### src/rtl/en_counter_pkg.sv
// Shared types and constants for the enable-gated counter core.
// The state encoding is fixed at 2 bits; the value 3 is unused and recovers to ST_INIT.
package en_counter_pkg;

    typedef enum logic [1:0] {
        ST_INIT  = 2'd0,
        ST_FIRST = 2'd1,
        ST_RUN   = 2'd2
    } state_t;

    localparam int DEFAULT_WIDTH = 8;

endpackage

### src/rtl/en_counter_core_if.sv
// Enable/count bundle between the wrapper and en_counter_core.
// The master drives en and reads q back; the counter core is the slave.
interface en_counter_core_if
    import en_counter_pkg::*;
#(
    parameter int WIDTH = DEFAULT_WIDTH
);

    logic             en;
    logic [WIDTH-1:0] q;

    modport master (output en, input  q);
    modport slave  (input  en, output q);

endinterface

### src/rtl/en_counter_core.sv
// Enable-gated up-counter with one INIT cycle after reset and a registered output.
// Optional build macro: EN_COUNTER_SATURATE_EN makes the counter hold at all-ones instead of wrapping.
module en_counter_core
    import en_counter_pkg::*;
#(
    parameter int WIDTH = DEFAULT_WIDTH
) (
    input  logic             clk,
    input  logic             reset_n,
    en_counter_core_if.slave bus
);

    state_t           state_q;
    state_t           state_d;
    logic [WIDTH-1:0] counter_q;
    logic [WIDTH-1:0] counter_d;
    logic [WIDTH-1:0] q_q;

    // FIRST and RUN share the counting rule; any unused encoding falls back to INIT.
    always_comb begin
        state_d   = state_q;
        counter_d = counter_q;
        case (state_q)
            ST_INIT: begin
                counter_d = '0;
                state_d   = ST_FIRST;
            end
            ST_FIRST, ST_RUN: begin
                if (bus.en) begin
`ifdef EN_COUNTER_SATURATE_EN
                    if (counter_q != {WIDTH{1'b1}}) begin
                        counter_d = counter_q + 1'b1;
                    end
`else
                    counter_d = counter_q + 1'b1;
`endif
                end
                state_d = ST_RUN;
            end
            default: begin
                counter_d = '0;
                state_d   = ST_INIT;
            end
        endcase
    end

    always_ff @(posedge clk or negedge reset_n) begin
        if (!reset_n) begin
            state_q   <= ST_INIT;
            counter_q <= '0;
            q_q       <= '0;
        end else begin
            state_q   <= state_d;
            counter_q <= counter_d;
            q_q       <= counter_d;
        end
    end

    assign bus.q = q_q;

endmodule

### src/flat_wrapper.sv
// flat-port wrapper written by rule: the top's interface ports become plain ports
module en_counter_core_flat import en_counter_pkg::*;
#(
    parameter int WIDTH = DEFAULT_WIDTH
)
  (clk, reset_n, bus_en, bus_q);
  en_counter_core_if #(.WIDTH(WIDTH)) bus_i ();
  input  logic clk;
  input  logic reset_n;
  input wire logic [$bits(bus_i.en)-1:0] bus_en;
  output wire logic [$bits(bus_i.q)-1:0] bus_q;
  assign bus_i.en = bus_en;
  assign bus_q = bus_i.q;
  en_counter_core #(.WIDTH(WIDTH)) u_core (.clk(clk), .reset_n(reset_n), .bus(bus_i));
endmodule
### config.mk
export PLATFORM = sky130hd
export DESIGN_NAME = en_counter_core_flat
export DESIGN_NICKNAME = d
export VERILOG_FILES = /design/src/rtl/en_counter_pkg.sv /design/src/rtl/en_counter_core_if.sv /design/src/rtl/en_counter_core.sv /design/src/flat_wrapper.sv
export SDC_FILE = /design/constraint.sdc
export NUM_CORES = 1
export LEC_CHECK = 0
export ABC_AREA = 1
export CAP_MARGIN = 20
export CORE_UTILIZATION = 30
export DETAILED_ROUTE_END_ITERATION = 16
export GPL_TIMING_DRIVEN = 0
export PLACE_DENSITY = 0.56
export SYNTH_ARGS = -nofsm -noshare
export SYNTH_HDL_FRONTEND = slang
export SYNTH_SLANG_ARGS = --single-unit
export TNS_END_PERCENT = 30
### constraint.sdc
create_clock -name clk -period 1.8 [get_ports clk]
set_input_delay 0.36 -clock clk [delete_from_list [all_inputs] [get_ports clk]]
set_output_delay 0.36 -clock clk [all_outputs]
set_load 0.01 [all_outputs]
==> results of run 1 <==
[placed cells by master (no fill, tap or decap), types with 3 or more instances in the layout]
cell and count:
a21oi_1 4, clkbuf_4 3, clkdlybuf4s50_1 10, dfrtp_1 10, inv_1 8, nand2_1 12, nand3_1 4, nor2_1 5
[worst min path at each step]
stage | slack, ns | end | startpoint
after floorplan | 0.06 | u_core.counter_q[0] | reset_n
after global placement | 0.53 | u_core.counter_q[3] | u_core.counter_q[3]
after detailed placement | 0.53 | u_core.counter_q[7] | u_core.counter_q[7]
after CTS | 0.43 | u_core.counter_q[3] | reset_n
after global routing | 0.46 | u_core.counter_q[3] | reset_n
final | 0.42 | u_core.counter_q[3] | reset_n
[sequential cells by signal (all words and copies together) (netlist names)]
| register | count |
|---|---|
| u_core.state_q | 2 |
| u_core.counter_q | 8 |
[per-stage QoR]
stage / cells / setup WS [ns] / instance area [um^2] / hold WS [ns] / util
3_3_place_gp: 84 / 0.235 / 616 / 0.529 / 0.404
6_report: 88 / 0.182 / 652 / 0.418 / 0.428
3_5_place_dp: 84 / 0.231 / 616 / 0.529 / 0.404
4_1_cts: 88 / 0.165 / 652 / 0.432 / 0.428
5_1_grt: 88 / 0.120 / 652 / 0.456 / 0.428
2_1_floorplan: 58 / 0.532 / 495 / 0.0644 / -
[power breakdown]
group	switching [W]	internal, W	leakage, nW
clock network	0.0000772	0.000123	0.0210
logic	0.000178	0.000214	0.189
registers	0.0000961	0.000301	0.121
total	0.000352	0.000638	0.331
[layer usage]
layer  GRT usage  up-vias  wire [um]
li1            -      214          -
met1       0.178      169        486
met2       0.167        9        402
met3      0.0690        0         48
met4      0.0188        0          0
met5           0        -          0
[cells by family (layout without fill, tap and decap cells)]
family / Yosys count / count (layout) / synth area share
compound gates: 7 / 7 / 0.0707
fa+ha+maj: 2 / 2 / 0.0505
flops: 10 / 10 / 0.505
buf+inv: 9 / 23 / 0.0682
xor+xnor: 1 / 1 / 0.0177
simple gates: 29 / 29 / 0.288
[area by class of cell]
| type | instances | area, um^2 |
|---|---|---|
| Clock buffer | 4 | 36.3 |
| Sequential cell | 10 | 250 |
| Tap cell | 16 | 20.0 |
| Timing Repair Buffer | 10 | 100 |
| Fill cell | 161 | 872 |
| Multi-Input combinational cell | 39 | 211 |
| Inverter | 9 | 33.8 |
==> metrics.csv, run 1 <==
metric,value,unit
Reg-to-Reg End,u_core.counter_q[3],
core area,0.00152,mm^2
Synth area leader,dfrtp_1,
RSZ-0062 raised after global routing,false,
post-route ant nets,0,
initial antenna violation count,0,
max_cap viols,0,
"Req. time, crit path",1.44,ns
final setup fails,0,
relative slew slack,0.681,
fmax,618,MHz
cts bufs inserted,3,
diode count,0,
cells after synthesis,58,
depth of the worst register-to-register path,7,
first-pass GRT wire length,1.64,mm
HPWL Detailed,698,um
CTS Root Cell,clkbuf_4,
# IOs,11,
Final Cycle Share,0.899,
grt ovf,0,
post-CTS resize count,0,
initial drt markers,6,
leakage power,0.331,nW
most common cell in the netlist,nand2_1,
TritonCTS clock tree,yes,
Worst Setup EP,bus_q[2],
H-tree depth,1,
Post-CTS Hold Buffers,0,
count of pins over their slew limit,0,
Crit. path cell count,1,
ys flop type,dfrtp_1,
synth top area cells,"dfrtp_1 51%, nand2_1 9.1%, inv_1 6.1%",
Tot Pwr,0.000990,W
Yosys top cell area share,0.505,
Layout Area Growth over Synthesis,31.6,%
maximum root-to-sink buffer count,2,
width of the die,42.6,um
Worst R2R Setup Slack,0.33,ns
Max VDD drop,0.000658,V
Power Density,1520,mW/mm^2
die outline height,42.6,um
clk_lat worst skew,0.26,ns
number of synthesized flops with an enable pin,0,
WP data arrival,1.26,ns
largest net degree at the start of global routing,11,
Initial Util,0.325,
synthesis-stage register bit count,10,
detailed-route DRC error count,0,
vias in the first global route,353,
crit path time final,1.62,ns
Worst setup EP type,output port,
"Avg Cell Area, Syn",8.54,um^2
Hold Crit Class,primary input to async pin,
clk_skew,0.00685,ns
distinct cell type count after synthesis,18,
"Hold Vio Cnt, Final",0,
mapped cell area,495,um^2
Buf/Inv on CP,1,
die area,0.00182,mm^2
Clock Pin Slew Worst Setup and Hold Paths,0.07,ns
worst r2r src,u_core.state_q[1],
list of most frequent post-synthesis cells,"12 x nand2_1, 10 x dfrtp_1, 8 x inv_1",
cell family with most CP delay,buffers and inverters,
clock sink count,10,
critical path's slowest cell,clkdlybuf4s50_1,
Setup Buffers After CTS,0,
slowest cell delay on critical path,0.56,ns
Ys Warns,0,
Placer Congestion,0.728,
ys async rst share,1.00,
drt pass-1 iters,4,
WL/cell,10.6,um
vias per inst,4.45,
status,"complete, no violations",
Worst Setup Start Kind,flop,
port bufs,10,
total wire length,937,um
# rows,14,
"Seq/Total Area, Yosys",0.505,
worst-margin pin slew,0.478,ns
CP cell instances,clkdlybuf4s50_1,
share of cells above drive strength 1,0.139,
CP startpoint,u_core.counter_q[2],
GRT Total Usage,0.125,
setup tns final,0,ns
Final #Nets,78,
Post-Syn Nets,63,
Crit Path Max Fanout,5,
Via Count,392,
crit path kind,flop to output port,
(Power assumes the default switching activity.)
==> inputs of run 2 (changes only) <==
--- a/config.mk
+++ b/config.mk
@@ -7,6 +7,7 @@
 export LEC_CHECK = 0
 export ABC_AREA = 1
 export CAP_MARGIN = 20
+export CORE_MARGIN = 2
 export CORE_UTILIZATION = 30
 export DETAILED_ROUTE_END_ITERATION = 16
 export GPL_TIMING_DRIVEN = 0
==> metrics.csv, run 2 (synthesis results as in run 1) <==
metric,value,unit
relative slew slack,0.678,
TritonCTS clock tree,yes,
largest net degree at the start of global routing,11,
Setup Buffers After CTS,0,
Clock Pin Slew Worst Setup and Hold Paths,0.07,ns
clk_skew,0.00653,ns
crit path kind,flop to output port,
Initial Util,0.325,
Final Cycle Share,0.904,
max reg flops,8,
WP data arrival,1.27,ns
Comb power frac,0.397,
Buf/Inv on CP,1,
storage element area,250,um^2
Worst setup EP type,output port,
final setup margin,0.173,ns
CP cell instances,clkdlybuf4s50_1,
fmax,615,MHz
status,"complete, no violations",
clock sink count,10,
crit path time final,1.63,ns
cts bufs inserted,3,
DP Area,616,um^2
max_cap viols,0,
maximum root-to-sink buffer count,2,
die area,0.00199,mm^2
setup tns final,0,ns
Via Count,403,
grt ovf,0,
Hold Crit Class,primary input to async pin,
port bufs,10,
WL/cell,10.4,um
post-route ant nets,0,
RSZ-0062 raised after global routing,false,
first-pass GRT wire length,1.50,mm
Multi-input gate area,211,um^2
"most common cell after layout, fill and taps aside",nand2_1,
Placer Congestion,0.711,
slowest cell delay on critical path,0.57,ns
# IOs,11,
HPWL Detailed,690,um
leakage power,0.331,nW
detailed-route DRC error count,0,
Largest regs,"u_core.counter_q (8), u_core.state_q (2)",
fin util,0.428,
total internal power,0.000638,W
Psw,0.000349,W
diode count,0,
filler cell count,159,
most frequent cells in the layout,"12 x nand2_1, 10 x clkdlybuf4s50_1, 10 x dfrtp_1",
cell family with most CP delay,buffers and inverters,
vias per inst,4.58,
drt pass-1 iters,4,
depth of the worst register-to-register path,7,
count of pins over their slew limit,0,
critical path's slowest cell,clkdlybuf4s50_1,
final setup fails,0,
Max VDD drop,0.000696,V
GRT Total Usage,0.106,
clock share of power,0.199,
share of cells above drive strength 1,0.139,
total wire length,913,um
clk_lat worst skew,0.26,ns
Final #Nets,78,
CTS Root Cell,clkbuf_4,
Post-CTS Hold Buffers,0,
H-tree depth,1,
initial drt markers,6,
core area,0.00152,mm^2
Crit Path Max Fanout,5,
"Req. time, crit path",1.44,ns
Power Density,1510,mW/mm^2
width of the die,44.6,um
Layout Area Growth over Synthesis,31.6,%
Worst Setup Start Kind,flop,
switch share,0.354,
fin area,652,um^2
die outline height,44.6,um
"Hold Vio Cnt, Final",0,
worst-margin pin slew,0.482,ns
Crit. path cell count,1,
pre-CTS setup slack,0.228,ns
vias in the first global route,342,
Top reg by flops,u_core.counter_q,
# rows,14,
initial antenna violation count,0,
sequential share of power,0.404,
Fin Hold WS,0.423,ns
post-CTS resize count,0,
run 2: worst paths after layout:
path,from,to,slack (ns)
max reg2reg,u_core.state_q[0],u_core.counter_q[3],0.34
min in group clk,u_core.counter_q[4],u_core.counter_q[4],0.56
min,reset_n,u_core.counter_q[3],0.42
max in group asynchronous,reset_n,u_core.counter_q[7],1.04
min reg2reg,u_core.counter_q[4],u_core.counter_q[4],0.56
max,u_core.counter_q[2],bus_q[2],0.17
run 2: through the flow:
| stage | total power [W] | instances |
|---|---|---|
| finish | 0.000987 | 88 |
| global placement | 0.000794 | 84 |
| CTS | 0.00101 | 88 |
| floorplan | 0.000598 | 58 |
| global route | 0.00107 | 88 |
| detailed placement | 0.000800 | 84 |
run 2: power groups by stage:
stage | combinational [W] | clock (W) | sequential [W]
final | 0.000391 | 0.000197 | 0.000399
after global routing | 0.000439 | 0.000219 | 0.000415
after global placement | 0.000392 | 0 | 0.000402
after CTS | 0.000397 | 0.000209 | 0.000400
after floorplan | 0.000174 | 0 | 0.000424
after detailed placement | 0.000396 | 0 | 0.000404
run 2: final cells by class:
cell class	instances	share of cell area
well taps	16	0.0307
repair buffers	10	0.154
clock buffers	4	0.0557
multi-input cells	39	0.324
flip-flops and latches	10	0.384
inverters	9	0.0518
run 2: metal layers:
| metal | wire, um | global-route usage |
|---|---|---|
| met5 | 0 | 0 |
| met4 | 0 | 0.0182 |
| met3 | 51 | 0.0531 |
| met2 | 384 | 0.142 |
| met1 | 477 | 0.153 |
==> inputs of run 3 (changes only) <==
--- a/config.mk
+++ b/config.mk
@@ -9,6 +9,7 @@
 export CAP_MARGIN = 20
 export CORE_MARGIN = 2
 export CORE_UTILIZATION = 30
+export CTS_CLUSTER_SIZE = 8
 export DETAILED_ROUTE_END_ITERATION = 16
 export GPL_TIMING_DRIVEN = 0
 export PLACE_DENSITY = 0.56
==> results of run 3 <==
Same layout as run 2: the final DEF is identical, and so are final timing and power.
==> edit 1: new RTL, settings of run 1 <==
Build with the macro `EN_COUNTER_SATURATE_EN` defined.
--- a/src/rtl/en_counter_core.sv
+++ b/src/rtl/en_counter_core.sv
@@ -1,5 +1,7 @@
 // Enable-gated up-counter with one INIT cycle after reset and a registered output.
 // Optional build macro: EN_COUNTER_SATURATE_EN makes the counter hold at all-ones instead of wrapping.
+`define EN_COUNTER_SATURATE_EN
+
 module en_counter_core
     import en_counter_pkg::*;
 #(
Behaviour: no difference found for any inputs over 10 cycles, from zero or initial values and one cycle with reset_n low; that may be too few to reach the edited logic, so the function may still have changed.
==> edit 1 against run 1 <==
- clock skew is 5.1 ps lower
- core utilization fell by 1.4 points
- total power fell by 20%
- non-clock buffer count grew 1
- wire length grew 25%
- design area up 12%
- sequential cell count unchanged
- worst setup slack got worse by 27 ps
- synthesized area rose by 16%
- largest cell class is now multi-input combinational cells
==> edit 1: results (changes against run 1) <==
status finished clean (unchanged); CP max stage delay 570 ps; prevailing post-synth register cell dfrtp_1 (unchanged); CTS Buffer Depth 2 (unchanged); Top Family by Delay on Critical Path buffers and inverters (unchanged); ant diodes 0 (unchanged); Via-to-Cell Ratio 4.39 (was 4.45); VDD IR-drop max 0.000780 V (was 0.000658 V); Synth top cells by count 20 x nand2_1, 11 x inv_1, 10 x dfrtp_1, 10 x nand3_1, 7 x nor2_1 (was 12 x nand2_1, 10 x dfrtp_1, 8 x inv_1, 5 x nor2_1); Reg clk slew, reported paths 60 ps; vias in the first global route 418 (was 353); FFs w/ async S/R, synth 100% (unchanged); reg2reg end u_core.counter_q[7] (was u_core.counter_q[3]); CTS resizes 0 (unchanged); post-synthesis sequential area ratio 43.5% (was 50.5%); number of flip-flops in the largest register 8 (unchanged); top flop regs u_core.counter_q: 8 flops, u_core.state_q: 2 flops (unchanged); r2r startpoint u_core.counter_q[0] (was u_core.state_q[1]); routed via count 500 (was 392); Clock Latency Late Sink 260 ps (about the same); DRT iter0 DRCs 10 (was 6); post-synth top area cell dfrtp_1 (unchanged); Post-Syn Nets 81 (was 63); synth top area cells dfrtp_1 43%, nand2_1 13%, nand3_1 8.7%, inv_1 7.2%, nor2_1 4.6% (was dfrtp_1 51%, nand2_1 9.1%, inv_1 6.1%, ha_1 5.1%, a21oi_1 4.0%); final hold violations 0 (unchanged); # fillers 198 (was 161); Global Route Usage Sum 13.4% (was 12.5%); Design Area, Final 729 um^2 (was 652 um^2); R2R cell count 7 (unchanged); Fin Hold WS 417 ps (was 418 ps); post-synth cell types 18 (unchanged); worst reg2reg setup slack 290 ps (was 330 ps); dpl cells 111 (was 84); worst min-delay path class in2async (unchanged); clock root buffer clkbuf_4 (unchanged); RD Place Congestion 0.832 (was 0.728); Critical Path AT 1280 ps (was 1260 ps); H-tree levels 1 (unchanged); first-pass GRT wire length 1.89 mm (was 1.64 mm); Cells after Synth 76 (was 58); worst-path maximum fanout 7 (was 5); Setup WS pre-CTS 204 ps (was 231 ps); largest net degree at the start of global routing 11 (unchanged); slowest CP cell clkdlybuf4s50_1 (unchanged); Synth Warn # 0 (unchanged); placed cell areas 707 um^2 (was 616 um^2); Pleak 0.364 nW (was 0.331 nW); clock skew 1.79 ps (was 6.85 ps); I/O Buffers 10 (unchanged); setup bufs post-CTS 0 (unchanged); dpl hpwl 882 um (was 698 um); layout cells sized above 1 11.2% (was 13.9%); drt total wl 1.17 mm (was 937 um); # nets final 96 (was 78); initial antenna violation count 0 (unchanged); Slew HR 68.4% (was 68.1%); CTS buffer count 3 (unchanged); DR pass1 iterations 7 (was 4)
## edit 1: cell type report
type,count,area share [%]
multi-input combinational,53,37.7
buffer,1,0.686
sequential,10,34.3
clock buffer,3,3.09
tap,25,4.29
timing repair buffer,10,13.7
inverter,12,6.17
## edit 1: report_power, final
| part | switching [mW] | internal, mW |
|---|---|---|
| Clock | 0.0736 | 0.0772 |
| Combinational | 0.136 | 0.155 |
| Sequential | 0.0733 | 0.276 |
| Total | 0.283 | 0.508 |
## edit 1: how the worst max path moves through the flow
stage	slack, ps	from	cells past startpoint	end
after floorplan	440	u_core.counter_q[0]	7	u_core.counter_q[7]
after global placement	210	bus_en	6	u_core.counter_q[7]
after detailed placement	200	bus_en	6	u_core.counter_q[7]
after CTS	160	u_core.counter_q[5]	1	bus_q[5]
after global routing	100	u_core.counter_q[5]	1	bus_q[5]
final	160	u_core.counter_q[5]	1	bus_q[5]
## edit 1: logic make-up (layout without fill, tap and decap cells)
kind of cell | count (synthesis) | count (layout) | synth area share (%)
XOR/XNOR | 1 | 1 | 1.52
AND/OR/NAND/NOR | 41 | 41 | 32.2
AO/OA/AOI/OAI | 9 | 9 | 9.78
flip-flops | 10 | 10 | 43.5
buffers and inverters | 13 | 26 | 8.69
adder cells (fa/ha/maj) | 2 | 2 | 4.35
## edit 1: metal layers
metal | track usage, % | share of wire (%) | wire length [um]
met5 | 0 | 0 | 0
met4 | 5.29 | 0.94 | 11
met3 | 5.95 | 6.7 | 79
met2 | 18.6 | 42 | 492
met1 | 18.0 | 50 | 587
==> edit 2: new RTL, flow settings as in run 1 <==
Without the edit above. Re-encode `state_t` (3 states) as one-hot, 3 bits wide.
--- a/src/rtl/en_counter_pkg.sv
+++ b/src/rtl/en_counter_pkg.sv
@@ -2,10 +2,10 @@
 // The state encoding is fixed at 2 bits; the value 3 is unused and recovers to ST_INIT.
 package en_counter_pkg;
 
-    typedef enum logic [1:0] {
-        ST_INIT  = 2'd0,
-        ST_FIRST = 2'd1,
-        ST_RUN   = 2'd2
+    typedef enum logic [2:0] {
+        ST_INIT  = 3'b001,
+        ST_FIRST = 3'b010,
+        ST_RUN   = 3'b100
     } state_t;
 
     localparam int DEFAULT_WIDTH = 8;
Check against the original RTL: same outputs for any inputs over 10 cycles, from zero or initial values and one cycle with reset_n low; not proved beyond that.
==> edit 2 against run 1 <==
- register-to-register slack improved by 290 ps
- synthesized cell count unchanged
- worst setup slack got worse by 19 ps
- total power increased by 2.1%
- sequential cell count increased by 1
- via count increased by 6.9%
- design area increased by 6.5%
- wire length decreased by 2.1%
- die area increased by 8.2%
- global-route usage increased by 0.086 points
- synthesized area increased by 8.6%
- count of clock-buffer cells in the layout unchanged
- fmax decreased by 1.2%
- critical endpoint is now bus_q[3]
- largest power group is now combinational logic
==> edit 2: results (changes against run 1) <==
Sw Ratio 37.6% (was 35.5%); prevailing post-synth register cell dfrtp_1 (unchanged); # fillers 164 (was 161); post-synthesis xor/xnor area fraction 1.63% (was 1.77%); clock skew 2.66 ps (was 6.85 ps); placed cell areas 668 um^2 (was 616 um^2); layout cells sized above 1 22.2% (was 13.9%); Via-to-Cell Ratio 4.36 (was 4.45); P_seq 0.416 mW (was 0.397 mW); vias in the first global route 373 (was 353); max-cap violations 0 (unchanged); synth top area cells dfrtp_1 47%, nand2_1 7.0%, nor2_1 6.3%, a21oi_1 5.6%, dfstp_2 4.9% (was dfrtp_1 51%, nand2_1 9.1%, inv_1 6.1%, ha_1 5.1%, a21oi_1 4.0%); DRT iter0 DRCs 8 (was 6); initial antenna violation count 0 (unchanged); largest net degree at the start of global routing 12 (was 11); status finished clean (unchanged); mux contribution to synthesized area 0% (unchanged); CTS Buffer Depth 2 (unchanged); Post-Syn Nets 62 (was 63); Critical Path AT 1280 ps (was 1260 ps); routed via count 419 (was 392); Slew HR 67.0% (was 68.1%); Final Power 1.01 mW (was 0.990 mW); first-pass GRT wire length 1.68 mm (was 1.64 mm); Top Family by Delay on Critical Path buffers and inverters (unchanged); ant diodes 0 (unchanged); Compound-Gate Fraction of Synth Area 5.58% (was 7.07%); FFs w/ async S/R, synth 100% (unchanged); Setup WS pre-CTS 274 ps (was 231 ps); worst-path maximum fanout 6 (was 5); # nets final 77 (was 78); DR pass1 iterations 4 (unchanged); top flop regs u_core.counter_q: 8 flops, u_core.state_q: 3 flops (was u_core.counter_q: 8 flops, u_core.state_q: 2 flops); Adder-Cell Fraction of Synth Area 2.33% (was 5.05%); Power Clock 0.168 mW (was 0.200 mW); dpl cells 92 (was 84); CP max stage delay 570 ps; RD Place Congestion 0.717 (was 0.728); worst min-delay path class in2async (unchanged); post-synth cell types 18 (unchanged); VDD IR-drop max 0.000592 V (was 0.000658 V); post-synthesis sequential area ratio 51.4% (was 50.5%); Synth top cells by count 10 x dfrtp_1, 10 x nand2_1, 9 x nor2_1, 6 x a21oi_1 (was 12 x nand2_1, 10 x dfrtp_1, 8 x inv_1, 5 x nor2_1); Wirelength per Cell 9.55 um (was 10.6 um); Pleak 0.331 nW (about the same); H-tree levels 1 (unchanged); Global Route Usage Sum 12.6% (was 12.5%); dpl hpwl 706 um (was 698 um); Reg clk slew, reported paths 70 ps (about the same)
==> edit 2: worst paths after layout <==
check | slack (ps) | startpoint | to | depth (start not counted)
setup reg to reg | 620 | u_core.counter_q[0] | u_core.counter_q[6] | 5
max in group asynchronous | 1020 | reset_n | u_core.state_q[0] | 1
min in group clk | 480 | u_core.state_q[1] | u_core.state_q[1] | 1
setup / recovery | 160 | u_core.counter_q[3] | bus_q[3] | 1
hold / removal | 420 | reset_n | u_core.counter_q[1] | 1
hold reg to reg | 480 | u_core.state_q[1] | u_core.state_q[1] | 1
==> edit 2: area by class of cell <==
cell class / instances / area, um^2 / area share [%]
tap: 24 / 30.0 / 4.32
clock buffer: 4 / 26.3 / 3.78
timing repair buffer: 10 / 100 / 14.4
inverter: 4 / 15.0 / 2.16
multi-input combinational: 43 / 246 / 35.5
sequential: 11 / 277 / 39.8
==> edit 2: layer usage <==
metal  GRT usage, %  wire length (um)
met1           15.7               442
met2           17.1               412
met3           6.53                48
met4           7.27                13
met5              0                 0
